$ cat src/rtl/bin_convm.sv
// bin_convm: serial decimal-to-binary converter.
// Digits arrive most significant first; each accepted digit runs a two-cycle
// multiply/add step (acc = acc*10 + digit). The result is presented on bin_out
// together with a one-cycle done_pls.
module bin_convm #(
  parameter int BIN_W    = 27,
  parameter int DIGITS   = 8,
  parameter bit ASCII_IN = 1'b1
) (
  input  logic             clk,
  input  logic             reset,
  input  logic             start_pls,
  input  logic [7:0]       dec_in,
  input  logic             digit_pls,
  input  logic             end_pls,
  output logic             ready,
  output logic             busy,
  output logic [BIN_W-1:0] bin_out,
  output logic             done_pls,
  output logic             err_digit,
  output logic             err_ovf
);

  localparam int CNT_W = $clog2(DIGITS + 1);

  typedef enum logic [1:0] {IDLE, WAIT, MUL, ADD} state_t;

  state_t           state;
  logic [BIN_W-1:0] acc;
  logic [BIN_W+3:0] prod;
  logic [3:0]       digit;
  logic [CNT_W-1:0] cnt;
  logic             end_pend;

  logic             code_ok;
  logic [3:0]       code_val;
  logic [7:0]       code_off;
  logic [BIN_W+3:0] sum;
  logic             last_digit;

  // Decode the incoming code and form the add-stage sum and completion condition
  always_comb begin
    code_off   = dec_in - 8'h30;
    code_ok    = 1'b0;
    code_val   = 4'd0;
    if (ASCII_IN) begin
      code_ok  = (dec_in >= 8'h30) && (dec_in <= 8'h39);
      code_val = code_off[3:0];
    end else begin
      code_ok  = (dec_in <= 8'h09);
      code_val = dec_in[3:0];
    end
    sum        = prod + {{BIN_W{1'b0}}, digit};
    last_digit = end_pend || (cnt == CNT_W'(DIGITS - 1));
  end

  // Conversion FSM with registered status outputs; start_pls always restarts
  always_ff @(posedge clk or posedge reset) begin
    if (reset) begin
      state     <= IDLE;
      acc       <= '0;
      prod      <= '0;
      digit     <= 4'd0;
      cnt       <= '0;
      end_pend  <= 1'b0;
      bin_out   <= '0;
      ready     <= 1'b0;
      busy      <= 1'b0;
      done_pls  <= 1'b0;
      err_digit <= 1'b0;
      err_ovf   <= 1'b0;
    end else begin
      done_pls <= 1'b0;
      if (start_pls) begin
        state     <= WAIT;
        acc       <= '0;
        cnt       <= '0;
        end_pend  <= 1'b0;
        err_digit <= 1'b0;
        err_ovf   <= 1'b0;
        busy      <= 1'b1;
        ready     <= 1'b1;
      end else begin
        case (state)
          IDLE: begin
            ready <= 1'b0;
            busy  <= 1'b0;
          end
          WAIT: begin
            if (digit_pls && code_ok) begin
              digit    <= code_val;
              end_pend <= end_pls;
              state    <= MUL;
              ready    <= 1'b0;
            end else begin
              if (digit_pls) begin
                err_digit <= 1'b1;
              end
              if (end_pls) begin
                bin_out  <= acc;
                done_pls <= 1'b1;
                state    <= IDLE;
                busy     <= 1'b0;
                ready    <= 1'b0;
              end
            end
          end
          MUL: begin
            prod  <= {1'b0, acc, 3'b000} + {3'b000, acc, 1'b0};
            state <= ADD;
          end
          ADD: begin
            if (sum[BIN_W+3:BIN_W] != 4'd0) begin
              err_ovf <= 1'b1;
            end
            acc <= sum[BIN_W-1:0];
            cnt <= cnt + CNT_W'(1);
            if (last_digit) begin
              bin_out  <= sum[BIN_W-1:0];
              done_pls <= 1'b1;
              state    <= IDLE;
              busy     <= 1'b0;
              ready    <= 1'b0;
            end else begin
              state <= WAIT;
              ready <= 1'b1;
            end
          end
          default: begin
            state <= IDLE;
            busy  <= 1'b0;
            ready <= 1'b0;
          end
        endcase
      end
    end
  end

endmodule

$ cat config.mk
export PLATFORM = sky130hd
export DESIGN_NAME = bin_convm
export DESIGN_NICKNAME = d
export VERILOG_FILES = /design/src/rtl/bin_convm.sv
export SDC_FILE = /design/constraint.sdc
export NUM_CORES = 1
export LEC_CHECK = 0
export ABC_CLOCK_PERIOD_IN_PS = 3700
export CAP_MARGIN = 10
export CORE_MARGIN = 8
export CORE_UTILIZATION = 54
export DETAILED_ROUTE_END_ITERATION = 7
export PLACE_DENSITY = 0.83
export SETUP_SLACK_MARGIN = 0.4
export SYNTH_ARGS = -nofsm -noshare
export SYNTH_HDL_FRONTEND = slang
export SYNTH_SLANG_ARGS = --single-unit
$ cat constraint.sdc
create_clock -name clk -period 3.7 [get_ports clk]
set_clock_uncertainty 0.1 [all_clocks]
set_input_delay 0.925 -clock clk [delete_from_list [all_inputs] [get_ports clk]]
set_output_delay 0.925 -clock clk [all_outputs]
set_load 0.05 [all_outputs]
==> impl_summary.txt <==
----------------------------------------------------
[Clock tree]
  # hold bufs at CTS ... 0
  CTS resizes ... 0
  Clock sinks ... 100
  Root buffer selected by CTS ... clkbuf_8
  Clock tree from TritonCTS ... done
  Number of clock buffers inserted by TritonCTS ... 9
  Bufs on Longest Clock Path ... 2
  Post-CTS Setup Bufs ... 0
  Clock slew at reported path FFs ... 100 ps
  H-tree depth ... 3
  Clock latency reported for the late side of the worst-skew pair ... 370 ps

[Worst setup path]
  CP arrival ... 3210 ps
  Cell type group with the largest total delay on the critical path ... simple AND/OR/NAND/NOR gates
  Slowest cell delay on critical path ... 490 ps
  Category of the critical setup timing path ... register to register
  Required time at the worst-slack endpoint ... 3850 ps
  Critical path startpoint category ... register
  Type of element capturing the critical path ... register
  Slowest stage cell on the critical path ... or4_1
  Sum of buffers and inverters on the critical path ... 0
  Critical path cell sequence ... ha_1 -> fa_1 -> a211oi_2 -> o21ai_2 -> a41oi_2 -> nand2_1 -> and3b_1 -> or4_1
  Max Fanout on Critical Path ... 4
  Register-to-register path setup slack ... 640 ps

[Placed design]
  Post-placement worst setup slack ... 520 ps
  Number of port buffers ... 44
  HPWL after DPL ... 11500 um
  Last weighted congestion value of the routability-driven placer ... 0.893

[Synthesis]
  Synthesized flop and latch total ... 100
  Count of warnings emitted by yosys ... 0
  Top cell type's share of synthesized area ... 41.8%
  Number of flops mapped to enable cells by yosys ... 0
  Cell taking the most area after synthesis ... dfrtp_1
  Fraction of synthesis flops using an asynchronous set or reset pin ... 100%
  Syn avg cell area ... 8.83 um^2
  Number of library cell types mapped by synthesis ... 56
  Sequential element share of the synthesized area ... 41.8%
  Post-Syn Area ... 5990 um^2
  Most instantiated flip-flop cell in the synthesis netlist ... dfrtp_1
  Synthesized netlist net count ... 722
  Synthesized instance count ... 678
  Most instantiated cells after synthesis ... dfrtp_1 (100), nand2_1 (97), nor2_1 (69)
  Biggest area contributors in the synthesized netlist ... dfrtp_1 (42%), nand2_1 (6.1%), ha_1 (6.1%)
  Most common cell in the netlist ... dfrtp_1

[GRT]
  Gr usage total ... 22.1%
  First-pass GRT wire length ... 26200 um
  Final global-route overflow total ... 0
  Via count of the first global-routing pass ... 5149
  Largest net degree at the start of global routing ... 53
  Antenna violations before repair ... 0

[Min path]
  Hold/Removal Path Class ... register to register

[Timing]
  Fraction of the cycle the final worst path needs ... 82.6%
  Final hold violation count ... 0
  Total Neg Setup Slack ... 0 ps
  Max-Slew Margin vs Limit ... 47.6%
  Final worst hold slack ... 388 ps
  Time the final worst path needs with I/O delays and setup ... 3060 ps
  Transition time at the pin with the least slew margin ... 786 ps
  Maximum clock frequency ... 327 MHz
  Final WS setup ... 643 ps
  Slew Viols, Final ... 0
  Setup violation total in the final timing report ... 0
  Unrepaired setup endpoints after global routing ... no

[Pwr]
  Sequential share of power ... 51.5%
  P_int ... 1.67 mW
  Switching share of power ... 22.9%
  Clk pwr share ... 42.3%
  Worst ir drop on vdd ... 0.243 mV
  Post-route total power ... 2.17 mW
  Pwr/cell area ... 315 nW/um^2
  Combinational group share of total power ... 6.2%
  Static Leakage ... 3.08 nW
  Sw power ... 0.497 mW

[Layout]
  Signed area change from the synthesized netlist to the final layout ... 14.9%
  Area of the multi-input gates ... 3320 um^2
  Area taken by flip-flops and latches ... 2500 um^2
  Number of diodes ... 0
  Number of inserted filler cells in the final layout ... 890
  Share of post-route cells with drive strength above 1 ... 5.85%
  Number of nets in the layout ... 758
  Post-layout utilization of the core ... 63.4%

[Drt]
  Via/cell ratio ... 6.08
  Initial DRC count ... 582
  Total vias in the final route ... 5214
  Count of TritonRoute iterations in the first routing pass ... 7
  DRT Wirelength ... 15700 um
  Remaining antenna violation count after routing ... 0
  Wire per inst ... 18.3 um
  Detailed-route DRC error count ... 0

[Die]
  Vertical die dimension ... 121 um
  Die Footprint ... 14700 um^2
  Initial cell density of the core ... 55.2%
  Horiz. Die Dim ... 121 um
  FP Rows ... 38
  Core area ... 10800 um^2
  I/O pin total ... 45

[Run status]
  Status ... completed

[Flow run]
  Number of violations of the max-capacitance limit ... 0

----------------------------------------------------
[layer usage]
layer	wire length [um]	GRT usage, %
met5	0	0
met2	7290	35.3
met4	263	6.55
met3	1070	3.82
met1	7120	29.9
[power groups by stage]
stage                     clock network [mW]  logic (mW)  registers (mW)
after floorplan                            0      0.0654            1.15
after detailed placement                   0       0.137            1.14
after CTS                              0.919       0.137            1.12
final                                  0.917       0.135            1.12
after global routing                   0.960       0.151            1.12
after global placement                     0       0.132            1.14
[path summary, 6_finish.rpt]
kind                             start  depth (start not counted)          end
min                        bin_out[17]                          2  bin_out[17]
max                             acc[0]                          8     prod[29]
max in group asynchronous        reset                          3     prod[10]
min reg2reg                bin_out[17]                          2  bin_out[17]
max reg2reg                     acc[0]                          8     prod[29]
min in group asynchronous        reset                          2   bin_out[1]
[per-stage QoR]
step | area [um^2] | instances
2_1_floorplan | 5990 | 678
3_3_place_gp | 6620 | 843
3_5_place_dp | 6620 | 843
4_1_cts | 6880 | 858
5_1_grt | 6880 | 858
6_report | 6880 | 858
[registers in the layout, summed over array words and instances (netlist names)]
signal and flops:
ready 1, end_pend 1, bin_out 27, err_ovf 1
done_pls 1, prod 30, acc 27, err_digit 1
cnt 4, busy 1, state 2, digit 4
[final cells by class]
type	count	area share (%)
clock inverters	6	1.98
repair buffers	55	8.15
inverters	16	0.928
well taps	140	2.55
clock buffers	9	1.80
multi-input cells	532	48.2
flip-flops and latches	100	36.4
[placed cells by master (no fill, tap or decap), types with 7 or more instances in the layout]
| cell type | synthesis | final |
|---|---|---|
| a21o_1 | 9 | 9 |
| nor3_1 | 21 | 21 |
| nand3_1 | 20 | 20 |
| inv_1 | 16 | 15 |
| clkbuf_8 | 0 | 9 |
| nor2_1 | 69 | 69 |
| dfrtp_1 | 100 | 100 |
| nand4_1 | 13 | 13 |
| o21ai_0 | 58 | 58 |
| a31oi_1 | 10 | 10 |
| ha_1 | 29 | 29 |
| o21a_1 | 7 | 7 |
| mux2i_1 | 22 | 22 |
| nand2_1 | 97 | 97 |
| o31ai_1 | 10 | 10 |
| xor2_1 | 28 | 28 |
| a21oi_1 | 39 | 39 |
| clkdlybuf4s50_1 | 0 | 44 |
| buf_4 | 0 | 8 |
| xnor2_1 | 12 | 12 |
[cells by family (layout without fill, tap and decap cells)]
| family | Yosys count | in the layout | share of synthesized area (%) |
|---|---|---|---|
| buffers and inverters | 46 | 86 | 2.97 |
| AND/OR/NAND/NOR | 271 | 271 | 21.5 |
| adder cells (fa/ha/maj) | 31 | 31 | 6.73 |
| AO/OA/AOI/OAI | 165 | 165 | 16.9 |
| multiplexers | 25 | 25 | 4.24 |
| XOR/XNOR | 40 | 40 | 5.85 |
| flip-flops | 100 | 100 | 41.8 |
[tightest hold or removal path: stages, from the launching register on]
cell,delay (ps)
dfrtp_1,350
nand2_1,50
o21ai_0,60
(Power assumes the default switching activity.)
